**src/rtl/spwm_phase_sequencer_if.sv**
```systemverilog
// Bus between the SPWM phase sequencer and its controller: run request, frequency
// word, the external sine look-up (address out, sample in) and the gate/status outputs.
interface spwm_phase_sequencer_if;
  logic        en;
  logic [15:0] freq_word;
  logic [11:0] sine_a;
  logic [11:0] sine_b;
  logic [7:0]  teth_ta;
  logic [7:0]  teth_tb;
  logic        pwm_a;
  logic        pwm_b;
  logic        busy;
  logic        cycle_done;

  modport master (
    output en, freq_word, sine_a, sine_b,
    input  teth_ta, teth_tb, pwm_a, pwm_b, busy, cycle_done
  );

  modport slave (
    input  en, freq_word, sine_a, sine_b,
    output teth_ta, teth_tb, pwm_a, pwm_b, busy, cycle_done
  );
endinterface

```
**src/rtl/spwm_phase_sequencer.sv**
```systemverilog
// Two-leg sinusoidal PWM sequencer: a carrier counter compares against per-period
// duty samples fetched from a sine table addressed by a 16-bit phase accumulator.
module spwm_phase_sequencer #(
  parameter logic [11:0] CARR_TOP = 12'd3711
) (
  input logic                    clk,
  input logic                    rst,
  spwm_phase_sequencer_if.slave  bus
);

  typedef enum logic [1:0] {IDLE, RUN, DRAIN} state_t;

  state_t      state;
  logic [15:0] acc;
  logic [15:0] inc_reg;
  logic [11:0] cnt;
  logic [11:0] duty_a;
  logic [11:0] duty_b;
  logic        pwm_a;
  logic        pwm_b;
  logic        busy;
  logic        cycle_done;

  logic [16:0] acc_sum;
  logic        carr_end;
  logic        wrap;

  // Phase advances once per carrier period; its carry marks a fundamental cycle.
  assign acc_sum  = {1'b0, acc} + {1'b0, inc_reg};
  assign carr_end = (cnt == CARR_TOP);
  assign wrap     = carr_end & acc_sum[16];

  assign bus.teth_ta    = acc[15:8];
  assign bus.teth_tb    = acc[15:8] + 8'd128;
  assign bus.pwm_a      = pwm_a;
  assign bus.pwm_b      = pwm_b;
  assign bus.busy       = busy;
  assign bus.cycle_done = cycle_done;

  always_ff @(posedge clk) begin
    if (rst) begin
      state      <= IDLE;
      acc        <= 16'd0;
      inc_reg    <= 16'd0;
      cnt        <= 12'd0;
      duty_a     <= 12'd0;
      duty_b     <= 12'd0;
      pwm_a      <= 1'b0;
      pwm_b      <= 1'b0;
      busy       <= 1'b0;
      cycle_done <= 1'b0;
    end else begin
      busy       <= (state != IDLE);
      cycle_done <= 1'b0;
      case (state)
        IDLE: begin
          acc    <= 16'd0;
          cnt    <= 12'd0;
          duty_a <= 12'd0;
          duty_b <= 12'd0;
          pwm_a  <= 1'b0;
          pwm_b  <= 1'b0;
          if (bus.en && (bus.freq_word != 16'd0)) begin
            inc_reg <= bus.freq_word;
            state   <= RUN;
          end
        end
        RUN, DRAIN: begin
          cnt <= carr_end ? 12'd0 : cnt + 12'd1;
          if (carr_end) acc <= acc_sum[15:0];
          // Duty is only resampled at the start of a carrier period to avoid glitches.
          if (cnt == 12'd0) begin
            duty_a <= bus.sine_a;
            duty_b <= bus.sine_b;
          end
          pwm_a <= (cnt < duty_a);
          pwm_b <= (cnt < duty_b);
          if (wrap) begin
            cycle_done <= 1'b1;
            inc_reg    <= bus.freq_word;
          end
          if (state == RUN) begin
            if (!bus.en) state <= DRAIN;
          end else if (bus.en) begin
            state <= RUN;
          end else if (wrap) begin
            // Finish on a whole fundamental cycle, leaving the gates off.
            state  <= IDLE;
            acc    <= 16'd0;
            cnt    <= 12'd0;
            duty_a <= 12'd0;
            duty_b <= 12'd0;
            pwm_a  <= 1'b0;
            pwm_b  <= 1'b0;
          end
        end
        default: state <= IDLE;
      endcase
    end
  end

endmodule

```
**src/flat_wrapper.sv**
```systemverilog
// flat-port wrapper written by rule: the top's interface ports become plain ports
module spwm_phase_sequencer_flat 
#(
  parameter logic [11:0] CARR_TOP = 12'd3711
)
  (clk, rst, bus_en, bus_freq_word, bus_sine_a, bus_sine_b, bus_teth_ta, bus_teth_tb, bus_pwm_a, bus_pwm_b, bus_busy, bus_cycle_done);
  spwm_phase_sequencer_if bus_i ();
  input logic clk;
  input logic rst;
  input wire logic [$bits(bus_i.en)-1:0] bus_en;
  input wire logic [$bits(bus_i.freq_word)-1:0] bus_freq_word;
  input wire logic [$bits(bus_i.sine_a)-1:0] bus_sine_a;
  input wire logic [$bits(bus_i.sine_b)-1:0] bus_sine_b;
  output wire logic [$bits(bus_i.teth_ta)-1:0] bus_teth_ta;
  output wire logic [$bits(bus_i.teth_tb)-1:0] bus_teth_tb;
  output wire logic [$bits(bus_i.pwm_a)-1:0] bus_pwm_a;
  output wire logic [$bits(bus_i.pwm_b)-1:0] bus_pwm_b;
  output wire logic [$bits(bus_i.busy)-1:0] bus_busy;
  output wire logic [$bits(bus_i.cycle_done)-1:0] bus_cycle_done;
  assign bus_i.en = bus_en;
  assign bus_i.freq_word = bus_freq_word;
  assign bus_i.sine_a = bus_sine_a;
  assign bus_i.sine_b = bus_sine_b;
  assign bus_teth_ta = bus_i.teth_ta;
  assign bus_teth_tb = bus_i.teth_tb;
  assign bus_pwm_a = bus_i.pwm_a;
  assign bus_pwm_b = bus_i.pwm_b;
  assign bus_busy = bus_i.busy;
  assign bus_cycle_done = bus_i.cycle_done;
  spwm_phase_sequencer #(.CARR_TOP(CARR_TOP)) u_core (.clk(clk), .rst(rst), .bus(bus_i));
endmodule
```
**config.mk**
```make
export PLATFORM = sky130hd
export DESIGN_NAME = spwm_phase_sequencer_flat
export DESIGN_NICKNAME = d
export VERILOG_FILES = /design/src/rtl/spwm_phase_sequencer_if.sv /design/src/rtl/spwm_phase_sequencer.sv /design/src/flat_wrapper.sv
export SDC_FILE = /design/constraint.sdc
export NUM_CORES = 1
export LEC_CHECK = 0
export BUFFER_PORTS_ARGS = -buffer_cell sky130_fd_sc_hd__buf_2
export CAP_MARGIN = 10
export CORE_MARGIN = 10
export CORE_UTILIZATION = 47
export DETAILED_ROUTE_END_ITERATION = 10
export MAX_ROUTING_LAYER = met4
export PLACE_DENSITY = 0.68
export SYNTH_ARGS = -nofsm -noshare
export SYNTH_HDL_FRONTEND = slang
export SYNTH_SLANG_ARGS = --single-unit
```
**constraint.sdc**
```tcl
create_clock -name clk -period 4.6 [get_ports clk]
set_clock_uncertainty 0.1 [all_clocks]
set_input_delay 0.46 -clock clk [delete_from_list [all_inputs] [get_ports clk]]
set_output_delay 0.46 -clock clk [all_outputs]
set_load 0.1 [all_outputs]
```
-- Word-level counts from Yosys, hierarchy flattened
Cells that the tools add are included.
- bits of input ports: 43
- register bits: 74
- logic and storage cells: 72
- $lt $le $gt $ge: 2
- equality and inequality tests: 7
- bitwise logic cells: 2
- add/sub/neg operators: 3
- multiplexer cells: 38
- reductions and logical operators: 10
- operators by type and width (operator ; number):
    two-way mux 12 bit ; 12
    two-way mux 16 bit ; 6
    case mux 12 bit (2 select lines) ; 3
    case mux 16 bit (2 select lines) ; 2
    less-than comparator 12 bit ; 2
    adder 16 x 16 -> 17 bit ; 1
    nonzero test 16 bit ; 1
    adder 12 x 1 -> 12 bit, second input constant ; 1
    equality test 12 bit, second input constant ; 1
    logical NOT 12 bit ; 1
    two-way mux 2 bit ; 5
    adder 8 bit, second input constant ; 1
    two-way mux 1 bit ; 7
    AND reduction 3 bit ; 2
    != test 2 x 1 -> 1 bit, second input constant ; 2
    != test 4 x 2 -> 1 bit, second input constant ; 1
    case mux 1 bit (2 select lines) ; 2
    case mux 2 bit (2 select lines) ; 1
    nonzero test 2 bit ; 2
    OR reduction 2 bit ; 2
    != test 3 bit, second input constant ; 1
    equality test 2 x 1 -> 1 bit, second input constant ; 1
    equality test 2 bit, second input constant ; 1
    logical NOT 2 bit ; 1
    other kinds (3) ; 3

-- Logic depth before layout (Yosys ltp)
Gate-level depths: netlist (run 1).
- depth after elaboration: 6
- depth in mapped cells: 11
- mapped depth without buffers: 10

-- Worst setup path after synthesis (run 1)
Ideal clock, no wire load.
- path kind: register -> register
- start: reg u_core.inc_reg[0]
- end: reg u_core.acc[2]
- data arrival time: 2.437 ns
- required time: 4.372 ns
- path slack: 1.936 ns
- library setup time: 0.128 ns
- path buffers: 1
- cell stages (with the launch flop): 12
- cells stage by stage: dfxtp_1 ha_1 inv_1 fa_1 nand2b_1 a21oi_2 o21bai_2 a211oi_4 o22ai_1 clkbuf_1 a32oi_1 nor2_1
- longest elaborated chain between the ends: 6
- elaborated cells between the ends (all ways): 7
- those cells by class: 1 x add/sub; 5 x mux; 1 x bitwise
- RTL lines (item ; line ; RTL):
    from (decl) ; spwm_phase_sequencer.sv:15 ; logic [15:0] inc_reg;
    from (signal assigned) ; spwm_phase_sequencer.sv:64 ; inc_reg <= bus.freq_word;
    from (signal assigned) ; spwm_phase_sequencer.sv:80 ; inc_reg <= bus.freq_word;
    adder 16 x 16 -> 17 bit (*) ; spwm_phase_sequencer.sv:29 ; assign acc_sum = {1'b0, acc} + {1'b0, inc_reg};
    two-way mux 16 bit or bitwise AND 1 bit (tied branches) ; spwm_phase_sequencer.sv:70, spwm_phase_sequencer.sv:31 ;
    two-way mux 16 bit ; spwm_phase_sequencer.sv:86 ; end else if (wrap) begin
    two-way mux 16 bit ; spwm_phase_sequencer.sv:84 ; end else if (bus.en) begin
    two-way mux 16 bit (*) ; spwm_phase_sequencer.sv:82 ; if (state == RUN) begin
    case mux 16 bit (2 select lines) (*) ; spwm_phase_sequencer.sv:55 ; case (state)
    to (signal assigned) ; spwm_phase_sequencer.sv:70 ; if (carr_end) acc <= acc_sum[15:0];
    to (decl) ; spwm_phase_sequencer.sv:14 ; logic [15:0] acc;
Every way passes the cells marked *; elsewhere a longest branch is shown, timed or not.
A chain may end at the register's enable or synchronous reset.

-- Worst setup path after layout (run 1)
- start: reg u_core.inc_reg[0]
- end: reg u_core.acc[8]
Same word-level chain as after synthesis.

==> metrics.md, run 1 <==
| Metric | Value |
|---|---|
| Root Driver | clkbuf_8 |
| Worst-Margin Slew | 1.288 ns |
| Worst R2R Path Depth | 11 |
| # fillers | 884 |
| Share of cells above drive strength 1 | 16.14% |
| First-pass GRT wire length | 17720 µm |
| Worst-path clk slew | 0.08 ns |
| Min-Delay Path Class | in2reg |
| Reg-to-reg setup timing slack | 1.65 ns |
| Starting Density | 48.05% |
| Fmax | 339.0 MHz |
| CORE AREA | 9196 µm² |
| Share of the synthesized area in the top cell type | 33.52% |
| Post-synth ARST share | 0% |
| # DRC | 0 |
| Most frequent cells in the layout | dfxtp_1 (74), buf_2 (62), nand3_1 (54) |
| H-tree depth | 3 |
| Mapped Area | 4419 µm² |
| Final instance area | 4896 µm² |
| RePlAce Congestion | 0.8318 |
| Leakage | 2.139 nW |
| Simple-gate share of the synthesized area | 19.14% |
| Total wire length | 10530 µm |
| Routed WL per cell | 15.46 µm |
| FF-to-FF End | u_core.acc[8] |
| Ys Warns | 0 |
| Layout area overhead | 10.79% |
| Synth top area cells | dfxtp_1 (34%), ha_1 (12%), nand3_1 (6.1%) |
| Via/cell ratio | 5.637 |
| Power Internal | 0.001462 W |
| Number of diodes | 0 |
| Post-synthesis sequential area ratio | 33.52% |
| Final setup violation count | 0 |
| Clk sinks | 74 |
| Crit-path max cell delay | 0.44 ns |
| Synthesized Nets | 615 |
| Vias | 3839 |
| WS Path Type | reg2reg |
| Post-route ant nets | 0 |
| Crit end category | register |
| Largest net degree at the start of global routing | 50 |
| Slowest cell on crit path | fa_1 |
| Max Cap Viol | 0 |
| IO Port Bufs | 62 |
| Mux contribution to synthesized area | 4.077% |
| Post-route setup TNS | 0 ns |
| Worst path required time | 4.70 ns |
| Fin crit period | 2.950 ns |
| Worst-Skew Late Latency | 0.34 ns |
| Detailed Place HPWL | 7741 µm |
| Unrepaired setup endpoints after global routing | no |
| Die Wd | 117.0 µm |
| Compound-Gate Fraction of Synth Area | 18.54% |
| Total grt overflow | 0 |
| Synth Instances | 528 |
| Switching pwr | 0.001027 W |
| Die footprint | 13680 µm² |
| Die height | 117.0 µm |
| CTS tree | yes |
| Antenna violations before repair | 0 |
| Main flop type after synthesis | dfxtp_1 |
| Fin crit share | 64.13% |
| Sequential share of power | 34.5% |
| Hold Path Depth | 3 |
| CP arrival | 3.05 ns |
| PostCTS Resize Cnt | 0 |
| Post-synth cell types | 52 |
| Total Routing Usage GR | 16.17% |
| Status | finished clean |
| CTS Buf Count | 9 |
| Yosys top cell by area | dfxtp_1 |
| EDFF count, synth | 0 |
| Worst-path cell chain | ha_1, inv_1, fa_1, nand2b_1, a21oi_2, o21bai_2, a211oi_4, o22ai_2, buf_4, a32oi_1, nor2_1 |
| Sink of the worst hold path | u_core.duty_b[4] |
| Gate power share | 44.7% |
| Vias in the first global route | 3842 |
| Largest family of logic cells by synthesized area | simple AND/OR/NAND/NOR gates |
| Mapped Avg Cell Area | 8.370 µm² |
| Post-Synth XOR/XNOR Area | 4.162% |
| I/O pin cnt | 63 |
| Reg2reg start | u_core.inc_reg[0] |
| Worst Setup Start Kind | register |
| Initial drt markers | 142 |
| Count of hold-fix buffers inserted at cts | 0 |
| Power Density | 508.4 nW/µm² |
| Drt first pass iters | 4 |
| Slew Viols, Final | 0 |
| Clock buffer depth | 2 |
| Peak supply drop | 0.0002944 V |
| Final #Nets | 653 |
| Hold Fails Final Rpt | 0 |
| Post-Place Cell Area | 4693 µm² |
| Number of setup buffers added after CTS | 0 |
| Hold Startpoint | bus_sine_b[4] |
| Clock group share of total power | 20.8% |
| Commonest non-fill, non-tap cell in the layout | dfxtp_1 |
| # rows | 35 |
| Max-slew headroom | 13.54% |
| Buffers and inverters on the worst path | 2 |
| CP Max Fanout | 41 |
| Yosys reg bits | 74 |
| Delay-heaviest family, CP | compound AO/OA/AOI/OAI gates |
| Post-Synth Adder-Cell Area | 12.63% |
| Sw Ratio | 41.24% |
[synthesized netlist by cell type, types with 2 or more instances]
library cell,instances
a211oi_1,4
a21boi_0,3
a21o_1,13
a21oi_1,48
a21oi_2,2
a31oi_1,2
a32oi_1,11
and3_1,3
buf_2,4
buf_4,15
clkbuf_1,20
dfxtp_1,74
ha_1,43
inv_1,34
mux2i_1,18
nand2_1,26
nand2b_1,5
nand3_1,54
nand3b_1,4
nand4_1,8
nor2_1,46
nor3_1,13
nor4_1,6
o2111ai_1,2
o211ai_1,2
o21a_1,4
o21ai_0,10
o21ai_1,4
o22ai_1,2
o31ai_1,5
or3_1,3
xnor2_1,13
xor2_1,8
[layout make-up]
class                      count  area, µm²  area share [%]
sequential                    74       1481           30.26
clock inverter                 4      51.30           1.048
clock buffer                  11      151.4           3.092
tap                          111      138.9           2.837
timing repair buffer          67      347.8           7.105
multi-input combinational    379       2594           52.98
inverter                      35      131.4           2.683
[worst max-delay path by stage]
stage	from	end	cells after the start
final	u_core.inc_reg[0]	u_core.acc[8]	11
after CTS	u_core.inc_reg[0]	u_core.inc_reg[10]	10
after global routing	u_core.inc_reg[0]	u_core.acc[7]	11
after global placement	u_core.inc_reg[0]	u_core.inc_reg[1]	10
after floorplan	u_core.inc_reg[0]	u_core.acc[2]	11
after detailed placement	u_core.inc_reg[0]	u_core.inc_reg[10]	10
[worst reg2reg max path, cell delays in order, from the launching register on]
cell	delay [ns]
dfxtp_1	0.34
ha_1	0.20
inv_1	0.07
fa_1	0.44
nand2b_1	0.18
a21oi_2	0.21
o21bai_2	0.13
a211oi_4	0.42
o22ai_2	0.11
buf_4	0.29
a32oi_1	0.28
nor2_1	0.06
[metrics by stage]
step / cells / hold WS [ns] / total power (W) / util, % / setup WS, ns
finish: 681 / 0.2681 / 0.002489 / 53.24 / 1.650
global route: 681 / 0.2524 / 0.002678 / 53.24 / 1.400
CTS: 681 / 0.2486 / 0.002505 / 53.24 / 1.643
detailed placement: 666 / 0.3551 / 0.001983 / 51.03 / 1.652
global placement: 666 / 0.3497 / 0.001958 / 51.03 / 1.698
floorplan: 528 / 0.3403 / 0.001738 / - / 1.936
[layer usage]
| layer | global-route usage, % | vias to the layer above | wire, µm |
|---|---|---|---|
| li1 | - | 1948 | - |
| met1 | 19.44 | 1813 | 4907 |
| met2 | 27.41 | 72 | 5180 |
| met3 | 3.160 | 6 | 357 |
| met4 | 3.624 | 0 | 82 |
| met5 | - | - | 0 |
[logic make-up (layout without fill, tap and decap cells)]
group	after synthesis	after routing
and+or+nand+nor	174	174
muxes	18	18
adders and majority gates	44	44
DFF	74	74
xor gates and xnor gates	21	21
buffers and inverters	75	117
AOI/OAI and AO/OA	122	122
[power groups by stage]
stage	clock network, W	registers, W	logic (W)
2_1_floorplan	0	0.000910	0.000828
3_3_place_gp	0	0.000872	0.00109
4_1_cts	0.000530	0.000860	0.00112
6_report	0.000517	0.000859	0.00111
3_5_place_dp	0	0.000874	0.00111
5_1_grt	0.000557	0.000877	0.00124
(Power assumes the default switching activity.)
==> inputs of run 2 (changes only) <==
==> constraint.sdc (replaced) <==
create_clock -name clk -period 2.82 [get_ports clk]
set_clock_uncertainty 0.1 [all_clocks]
set_input_delay 0.282 -clock clk [delete_from_list [all_inputs] [get_ports clk]]
set_output_delay 0.282 -clock clk [all_outputs]
set_load 0.1 [all_outputs]
==> run 2 against run 1 <==
Compared with the run above:
- critical path depth is 1 higher
- critical path type unchanged
- clock power rose by 82%
- highest routed layer unchanged
- utilization rose by 1.6 points
- fmax grew 9.9%
- sequential share of layout area down 0.81 points
==> metrics.md, run 2 (same netlist as run 1, synthesis figures left out) <==
| Metric | Value |
|---|---|
| Share of cells above drive strength 1 | 18.45% |
| Root Driver | clkbuf_8 |
| Hold Fails Final Rpt | 0 |
| Detailed Place HPWL | 8067 µm |
| Die height | 117.0 µm |
| Max Cap Viol | 0 |
| # rows | 35 |
| Drt first pass iters | 4 |
| Slew Viols, Final | 0 |
| Initial drt markers | 202 |
| Multi-input logic area | 2614 µm² |
| Worst-path cell chain | ha_2, inv_1, fa_2, nand2b_4, a21oi_4, o21bai_2, a211oi_4, buf_6, o311ai_4, buf_12, mux2i_1, nor2_1 |
| IO Port Bufs | 62 |
| Routed WL per cell | 15.72 µm |
| Sequential share of power | 32.6% |
| Worst Setup Start Kind | register |
| Worst-Skew Late Latency | 0.35 ns |
| Starting Density | 48.05% |
| Die footprint | 13680 µm² |
| Vias | 3942 |
| Worst-path clk slew | 0.09 ns |
| WS Path Type | reg2reg |
| Vias in the first global route | 3961 |
| Worst path required time | 2.93 ns |
| Layout area overhead | 14.01% |
| Total grt overflow | 0 |
| Total wire length | 10860 µm |
| CTS Buf Count | 9 |
| Reg-to-reg setup timing slack | 0.13 ns |
| Clock buffer depth | 2 |
| Max-slew headroom | 42.93% |
| Number of diodes | 0 |
| # DRC | 0 |
| Final Core Density | 54.79% |
| Fin crit share | 95.21% |
| CORE AREA | 9196 µm² |
| Register area | 1484 µm² |
| Final setup violation count | 0 |
| CP arrival | 2.79 ns |
| Antenna violations before repair | 0 |
| Final #Nets | 662 |
| Leakage | 2.212 nW |
| Switching pwr | 0.001739 W |
| Slowest cell on crit path | fa_2 |
| H-tree depth | 3 |
| I/O pin cnt | 63 |
| Crit end category | register |
| Worst-Margin Slew | 0.8561 ns |
| Count of hold-fix buffers inserted at cts | 0 |
| CP Max Fanout | 16 |
| Clock group share of total power | 21.9% |
| Via/cell ratio | 5.705 |
| Die Wd | 117.0 µm |
| Crit-path max cell delay | 0.39 ns |
| Clk sinks | 74 |
| # fillers | 860 |
| Fmax | 372.4 MHz |
| Power Internal | 0.002570 W |
| Largest net degree at the start of global routing | 48 |
| Gate power share | 45.5% |
| Sw Ratio | 40.35% |
| RePlAce Congestion | 0.8616 |
| Power Density | 855.3 nW/µm² |
| Fin crit period | 2.685 ns |
| Most frequent cells in the layout | dfxtp_1 (72), buf_2 (62), nand3_1 (54) |
| Min-Delay Path Class | in2reg |
| CTS tree | yes |
| Commonest non-fill, non-tap cell in the layout | dfxtp_1 |
| Setup slack at placement | -0.002970 ns |
| Status | finished clean |
| First-pass GRT wire length | 18250 µm |
| Post-route ant nets | 0 |
| Final setup margin | 0.1350 ns |
| Total Routing Usage GR | 16.84% |
| Peak supply drop | 0.0004741 V |
-- run 2: cell types whose count changed in the layout (fill, tap and decap cells not counted), moves of 2 or more --
cell     delta
buf_4       +6
dfxtp_1     -2
buf_12      +2
dfxtp_2     +2
-- run 2: cell type report --
class / instances / share of cell area [%]
clock buffer: 10 / 2.732
clock inverter: 6 / 1.763
inverter: 35 / 2.607
multi-input combinational: 379 / 51.87
sequential: 74 / 29.45
tap: 111 / 2.756
timing repair buffer: 76 / 8.815
-- run 2: worst max-delay path: cells and delay by family, from the launching register on --
kind | cells | cell delay, ns
flip-flops | 1 | 0.34
AO/OA/AOI/OAI | 4 | 0.73
AND/OR/NAND/NOR | 2 | 0.23
multiplexers | 1 | 0.16
adder cells (fa/ha/maj) | 2 | 0.57
buffers and inverters | 3 | 0.40
-- run 2: what timing repair did --
item	CTS	global route
setup endpoints to repair	10	54
pin swaps	1	3
cloned	0	0
hold endpoints to repair	0	0
gates resized for setup	0	7
buffers inserted	0	1
-- run 2: path summary, 6_finish.rpt --
path | start | end | cells past startpoint
max | u_core.acc[0] | u_core.inc_reg[3] | 12
min | bus_freq_word[12] | u_core.inc_reg[12] | 3
max reg2reg | u_core.acc[0] | u_core.inc_reg[3] | 12
min reg2reg | u_core.bus.pwm_b | u_core.bus.pwm_b | 2
-- run 2: power groups by stage --
| stage | sequential (W) | combinational (W) | clock, W |
|---|---|---|---|
| 2_1_floorplan | 0.00148 | 0.00135 | 0 |
| 5_1_grt | 0.00144 | 0.00219 | 0.00101 |
| 4_1_cts | 0.00140 | 0.00196 | 0.000957 |
| 3_5_place_dp | 0.00143 | 0.00195 | 0 |
| 6_report | 0.00141 | 0.00196 | 0.000943 |
| 3_3_place_gp | 0.00142 | 0.00190 | 0 |
-- run 2: per-stage QoR --
| step | total power [W] | hold WS [ns] | cells | instance area (µm²) | TNS, ns |
|---|---|---|---|---|---|
| 4_1_cts | 0.004321 | 0.07160 | 689 | 4997 | 0 |
| 5_1_grt | 0.004635 | 0.07350 | 691 | 5039 | -0.002833 |
| 3_5_place_dp | 0.003376 | 0.3505 | 673 | 4771 | -0.005657 |
| 2_1_floorplan | 0.002835 | 0.3259 | 528 | 4419 | 0 |
| 3_3_place_gp | 0.003317 | 0.3492 | 673 | 4771 | 0 |
| 6_report | 0.004309 | 0.07665 | 691 | 5039 | 0 |
-- run 2: metal layers --
layer | global-route usage (%) | part of all wire [%]
met1 | 19.95 | 46
met2 | 28.08 | 49
met3 | 3.568 | 4.1
met4 | 5.189 | 1.6
met5 | - | 0
